--- config.mk ---
export PLATFORM = sky130hd
export DESIGN_NAME = sweep_sequencer
export DESIGN_NICKNAME = d
export VERILOG_FILES = /design/src/rtl/sweep_sequencer.sv
export SDC_FILE = /design/constraint.sdc
export NUM_CORES = 1
export LEC_CHECK = 0
export ABC_AREA = 0
export CAP_MARGIN = 10
export CELL_PAD_IN_SITES_DETAIL_PLACEMENT = 0
export CELL_PAD_IN_SITES_GLOBAL_PLACEMENT = 1
export CORE_ASPECT_RATIO = 1.75
export CORE_MARGIN = 2
export CORE_UTILIZATION = 45
export CTS_BUF_LIST = sky130_fd_sc_hd__clkbuf_4
export CTS_CLUSTER_DIAMETER = 120
export CTS_CLUSTER_SIZE = 16
export DETAILED_ROUTE_END_ITERATION = 6
export PLACE_DENSITY_LB_ADDON = 0.25
export SLEW_MARGIN = 40
export SYNTH_ARGS = -nofsm -noshare
export SYNTH_HDL_FRONTEND = slang
export SYNTH_SLANG_ARGS = --single-unit
--- constraint.sdc ---
create_clock -name clk -period 4.1 [get_ports clk]
set_input_delay 1.23 -clock clk [delete_from_list [all_inputs] [get_ports clk]]
set_output_delay 1.23 -clock clk [all_outputs]
set_load 0.03 [all_outputs]
--- src/rtl/sweep_sequencer.sv ---
`timescale 1ns/1ps
// sweep_sequencer: drives a six-bit up/down counter through paced ping-pong
// sweeps (0 -> 63 -> 0), dwelling at each end, for a fixed number of sweeps
// or continuously until stopped.
module sweep_sequencer #(
  parameter int TICK_DIV    = 4,  // clk cycles per counter step, >= 2
  parameter int PAUSE_TICKS = 8,  // ticks of dwell at each end
  parameter int SWEEP_W     = 4   // width of sweeps / sweep_cnt
) (
  input  logic               clk,
  input  logic               reset,        // asynchronous, active-low
  input  logic               start,
  input  logic               stop,
  input  logic               mode_loop,
  input  logic [SWEEP_W-1:0] sweeps,
  input  logic [5:0]         cnt_value,
  input  logic               cnt_finish,
  output logic               cnt_enable,
  output logic               cnt_forward,
  output logic               cnt_reset,
  output logic               busy,
  output logic               done,
  output logic [SWEEP_W-1:0] sweep_cnt
);

  localparam int TW = (TICK_DIV > 2) ? $clog2(TICK_DIV) : 1;
  localparam int PW = $clog2(PAUSE_TICKS + 1);
  localparam logic [TW-1:0] TICK_LAST  = TW'(TICK_DIV - 1);
  localparam logic [PW-1:0] PAUSE_LAST = PW'(PAUSE_TICKS - 1);

  typedef enum logic [2:0] {
    IDLE, CLEAR, RUN_FWD, PAUSE_TOP, RUN_BWD, PAUSE_BOT, DONE
  } state_t;

  state_t             state, state_nx;
  logic [TW-1:0]      tick_cnt, tick_cnt_nx;
  logic [PW-1:0]      pause_cnt, pause_cnt_nx;
  logic [SWEEP_W-1:0] sweeps_q, sweeps_nx;
  logic [SWEEP_W-1:0] sweep_cnt_nx, sweep_inc;
  logic               loop_q, loop_nx;
  logic               enable_nx, forward_nx, reset_nx, busy_nx, done_nx;
  logic               timed, paused, tick;

  // The counter value is observed for monitoring only; the finish flag alone
  // steers the sequence.
  logic unused_value;
  assign unused_value = ^cnt_value;

  assign timed     = state inside {RUN_FWD, PAUSE_TOP, RUN_BWD, PAUSE_BOT};
  assign paused    = state inside {PAUSE_TOP, PAUSE_BOT};
  assign tick      = timed && (tick_cnt == TICK_LAST);
  assign sweep_inc = sweep_cnt + 1'b1;

  // Next-state, next-output and counter update logic.
  always_comb begin
    // NOTE: every variable gets a default before the case so no path leaves
    // one unassigned, which would infer a latch.
    state_nx     = state;
    sweeps_nx    = sweeps_q;
    loop_nx      = loop_q;
    sweep_cnt_nx = sweep_cnt;
    enable_nx    = 1'b0;

    case (state)
      IDLE: begin
        if (start && !stop) begin
          state_nx     = CLEAR;
          sweeps_nx    = (sweeps == '0) ? SWEEP_W'(1) : sweeps;
          loop_nx      = mode_loop;
          sweep_cnt_nx = '0;
        end
      end
      CLEAR: state_nx = RUN_FWD;
      RUN_FWD: begin
        // Finish wins over a coincident tick so the counter never overshoots.
        if (cnt_finish) state_nx  = PAUSE_TOP;
        else            enable_nx = tick;
      end
      PAUSE_TOP: begin
        if (tick && pause_cnt == PAUSE_LAST) state_nx = RUN_BWD;
      end
      RUN_BWD: begin
        if (cnt_finish) begin
          sweep_cnt_nx = sweep_inc;
          if (!loop_q && sweep_inc == sweeps_q) state_nx = DONE;
          else                                  state_nx = PAUSE_BOT;
        end else begin
          enable_nx = tick;
        end
      end
      PAUSE_BOT: begin
        if (tick && pause_cnt == PAUSE_LAST) state_nx = RUN_FWD;
      end
      DONE:    state_nx = IDLE;
      default: state_nx = IDLE;
    endcase

    // Abort from any active state: no step, no done, sweep count kept.
    if (stop && state != IDLE) begin
      state_nx     = IDLE;
      enable_nx    = 1'b0;
      sweep_cnt_nx = sweep_cnt;
    end

    reset_nx   = (state_nx == CLEAR);
    done_nx    = (state_nx == DONE);
    busy_nx    = !(state_nx inside {IDLE, DONE});
    forward_nx = !(state_nx inside {RUN_BWD, PAUSE_BOT});

    // Prescaler and dwell counter restart on every state change.
    if (state_nx != state || !timed) tick_cnt_nx = '0;
    else if (tick)                   tick_cnt_nx = '0;
    else                             tick_cnt_nx = tick_cnt + 1'b1;

    if (state_nx != state)  pause_cnt_nx = '0;
    else if (paused && tick) pause_cnt_nx = pause_cnt + 1'b1;
    else                     pause_cnt_nx = pause_cnt;
  end

  // State, timing counters and registered outputs.
  always_ff @(posedge clk or negedge reset) begin
    // NOTE: sequential state uses non-blocking assignments so every register
    // samples pre-edge values regardless of statement order.
    if (!reset) begin
      state       <= IDLE;
      tick_cnt    <= '0;
      pause_cnt   <= '0;
      sweeps_q    <= '0;
      loop_q      <= 1'b0;
      sweep_cnt   <= '0;
      cnt_enable  <= 1'b0;
      cnt_forward <= 1'b1;
      cnt_reset   <= 1'b0;
      busy        <= 1'b0;
      done        <= 1'b0;
    end else begin
      state       <= state_nx;
      tick_cnt    <= tick_cnt_nx;
      pause_cnt   <= pause_cnt_nx;
      sweeps_q    <= sweeps_nx;
      loop_q      <= loop_nx;
      sweep_cnt   <= sweep_cnt_nx;
      cnt_enable  <= enable_nx;
      cnt_forward <= forward_nx;
      cnt_reset   <= reset_nx;
      busy        <= busy_nx;
      done        <= done_nx;
    end
  end

endmodule

==> summary.md <==
| Metric | Value |
|---|---|
| Post-route ant nets | `0` |
| Multi-input logic area | `711 sq um` |
| HP Class | `reg2reg` |
| Router iterations before antenna repair | `5` |
| Largest fanout on the critical path | `13` |
| Wire length on met2 | `1.46 mm` |
| Routability cong. | `0.790` |
| Largest net degree at the start of global routing | `24` |
| Die H | `75.8 um` |
| Fin. Hold Viols | `0` |
| Initial antenna violation count | `0` |
| Final net count | `157` |
| Endpoints failing setup | `0` |
| Setup Buffers After CTS | `0` |
| Max_cap viols | `0` |
| Util after Layout | `53.4%` |
| Highest metal used | `met4` |
| Slowest-stage cell, CP | `clkdlybuf4s50_1` |
| First-pass GRT wire length | `4.36 mm` |
| Vias per cell | `5.96` |
| Worst clock skew | `1.31 ps` |
| Syn Nets | `142` |
| Critical path class | `in2reg` |
| Vias in the first global route | `982` |
| Remaining Overflow, GRT | `0` |
| Worst-margin pin slew | `618 ps` |
| Clock power share | `21.9%` |
| Combinational power share | `22.6%` |
| Final worst path period share | `74.6%` |
| Sink Count | `23` |
| Drt initial violations | `16` |
| Critical Path AT | `3260 ps` |
| Row count | `26` |
| CTS buffer count | `3` |
| CTS H-tree lvls | `1` |
| # hold bufs at CTS | `0` |
| Worst Setup Start Kind | `input pin` |
| Switching share of total power | `29.4%` |
| WL met1 | `990 um` |
| Share of Yosys cell area claimed by the top area cell type | `41.5%` |
| Rel. slew slack | `58.8%` |
| Tmin final | `3060 ps` |
| DRT Wirelength | `2.57 mm` |
| Worst-Skew Late Latency | `310 ps` |
| Place WS | `719 ps` |
| Core Box Area | `2860 sq um` |
| Drc violations | `0` |
| Req. time, crit path | `4300 ps` |
| Setup ws final | `1040 ps` |
| Buffers on Ports | `18` |
| Synth area leader | `dfrtp_1` |
| Synth top area cells | `dfrtp_1 42%, mux2_2 3.4%, ha_1 2.8%` |
| Ratio of cells with drive above 1 in the final layout | `13.1%` |
| Top Ports | `25` |
| Sw Pwr | `0.000140 W` |
| CP endpoint kind | `flip-flop` |
| Avg Inst Size Synth | `10.8 sq um` |
| RSZ-0062 raised after global routing | `no` |
| Synth cell types | `46` |
| Slew Viols, Final | `0` |
| Die ar. | `3410 sq um` |
| Leak pwr | `0.655 nW` |
| Largest incremental delay on the critical path | `660 ps` |
| Seq/Total Area, Yosys | `43.5%` |
| Mapped cell area | `1330 sq um` |
| CP Buf/Inv Count | `1` |
| Die Width | `45.0 um` |
| Met3 WL | `75 um` |
| P_int | `0.000336 W` |
| Filler cells | `276` |
| Sequential power share | `55.5%` |
| Initial Utilization | `46.3%` |
| Detailed placement HPWL | `1.99 mm` |
| Post-CTS sizing | `0` |
| Area grow syn2layout | `15.3%` |
| Post-synth EDFFs | `0` |
| TNS Setup | `0 ps` |
| Status | `finished, final reports clean` |
| Cell-by-cell trace of the critical path | `clkdlybuf4s50_1 > or3b_1 > a22o_1 > o31ai_1 > o2bb2ai_2 > nor2_1` |
| Ant. Diodes | `0` |
| CTS tree | `built` |
| Pwr dens | `311 nW/um^2` |
| Design Power | `0.000475 W` |
| Post-route cell area | `1530 sq um` |
| Total GRT Usage | `17.2%` |
| Fmax | `327 MHz` |
| FF+latch area | `577 sq um` |
| Clk buf depth | `2` |
| Clock Pin Slew Worst Setup and Hold Paths | `120 ps` |
| VDD IR max | `0.000179 V` |
| Avg WL per Cell | `15.6 um` |
| Delay-heaviest family, CP | `compound AO/OA/AOI/OAI gates` |
| Async SR Flop Fraction | `100%` |
| DP Area | `1500 sq um` |
| Synth warnings | `0` |
| Root buffer cell | `clkbuf_4` |
| Vias | `983` |
| Mapped Cells | `123` |
| Synth Register Bits | `23` |
| Prevailing post-synth register cell | `dfrtp_1` |
## power by group through the flow
stage,clock (W),combinational [W],sequential (W)
CTS,0.000108,0.000109,0.000265
finish,0.000104,0.000107,0.000264
global placement,0,0.000107,0.000269
floorplan,0,0.0000805,0.000263
global route,0.000117,0.000117,0.000267
detailed placement,0,0.000109,0.000269
## cell usage after synthesis (2+ instances only)
master,count
nand2b_1,3
a21boi_0,2
xnor2_1,4
a22o_1,2
nor2_1,10
xor2_1,4
and3_1,4
a21oi_1,5
o31ai_1,2
ha_1,3
nor3_1,3
mux2_2,4
dfrtp_1,22
clkbuf_1,4
o21ai_0,7
mux2i_1,2
and3b_1,2
nand2_1,9
buf_2,4
## area by class of cell
type	count	area share [%]
well taps	28	2.29
multi-input cells	91	46.5
inverters	1	0.245
flip-flops and latches	23	37.7
clock buffers	3	1.47
clock inverters	1	0.327
repair buffers	18	11.5
## through the flow
step | instances | hold WS (ps)
2_1_floorplan | 123 | 433
3_3_place_gp | 161 | 451
3_5_place_dp | 161 | 458
4_1_cts | 165 | 475
5_1_grt | 165 | 502
6_report | 165 | 469
## worst paths after layout
check / slack [ps] / endpoint / startpoint / cells after the start
max reg2reg: 1820 / busy / sweep_cnt[0] / 6
max: 1040 / tick_cnt[1] / stop / 6
min: 470 / tick_cnt[0] / tick_cnt[0] / 1
min in group asynchronous: 870 / sweep_cnt[3] / reset / 1
max in group asynchronous: 2880 / cnt_forward / reset / 1
min reg2reg: 470 / tick_cnt[0] / tick_cnt[0] / 1
## layer usage
metal / global-route usage, % / vias up
met3: 1.42 / 6
met1: 19.1 / 480
met5: 0 / -
met2: 32.5 / 28
li1: - / 469
met4: 6.54 / 0
## logic make-up (layout without fill, tap and decap cells)
family / after synthesis / in the layout / share of synthesized area [%]
AND/OR/NAND/NOR: 43 / 43 / 19.5
XOR/XNOR: 10 / 10 / 8.77
AO/OA/AOI/OAI: 27 / 27 / 15.7
adder cells (fa/ha/maj): 4 / 4 / 3.59
multiplexers: 7 / 7 / 6.04
flip-flops: 23 / 23 / 43.5
buffers and inverters: 9 / 23 / 2.92
## flip-flops by register name (all words and copies together) (netlist names)
register and flops:
busy 1, cnt_enable 1, cnt_forward 1, cnt_reset 1, done 1, loop_q 1
pause_cnt 4, state 3, sweep_cnt 4, sweeps_q 4, tick_cnt 2
## cells in the final DEF, fill, tap and decap left out, types with 2 or more instances in the layout
cell / Yosys / routed
xnor2_1: 4 / 4
mux2i_1: 2 / 2
clkbuf_4: 0 / 3
a21boi_0: 2 / 2
nand2b_1: 3 / 3
xor2_1: 4 / 4
a22o_1: 2 / 2
ha_1: 3 / 3
nor2_1: 10 / 10
and3b_1: 2 / 2
clkdlybuf4s50_1: 0 / 17
and3_1: 4 / 4
a21oi_1: 5 / 5
nor3_1: 3 / 3
o21ai_0: 7 / 7
o31ai_1: 2 / 2
mux2_2: 4 / 4
nand2_1: 9 / 9
dfrtp_1: 22 / 22
Power figures use the tool's default switching activity.
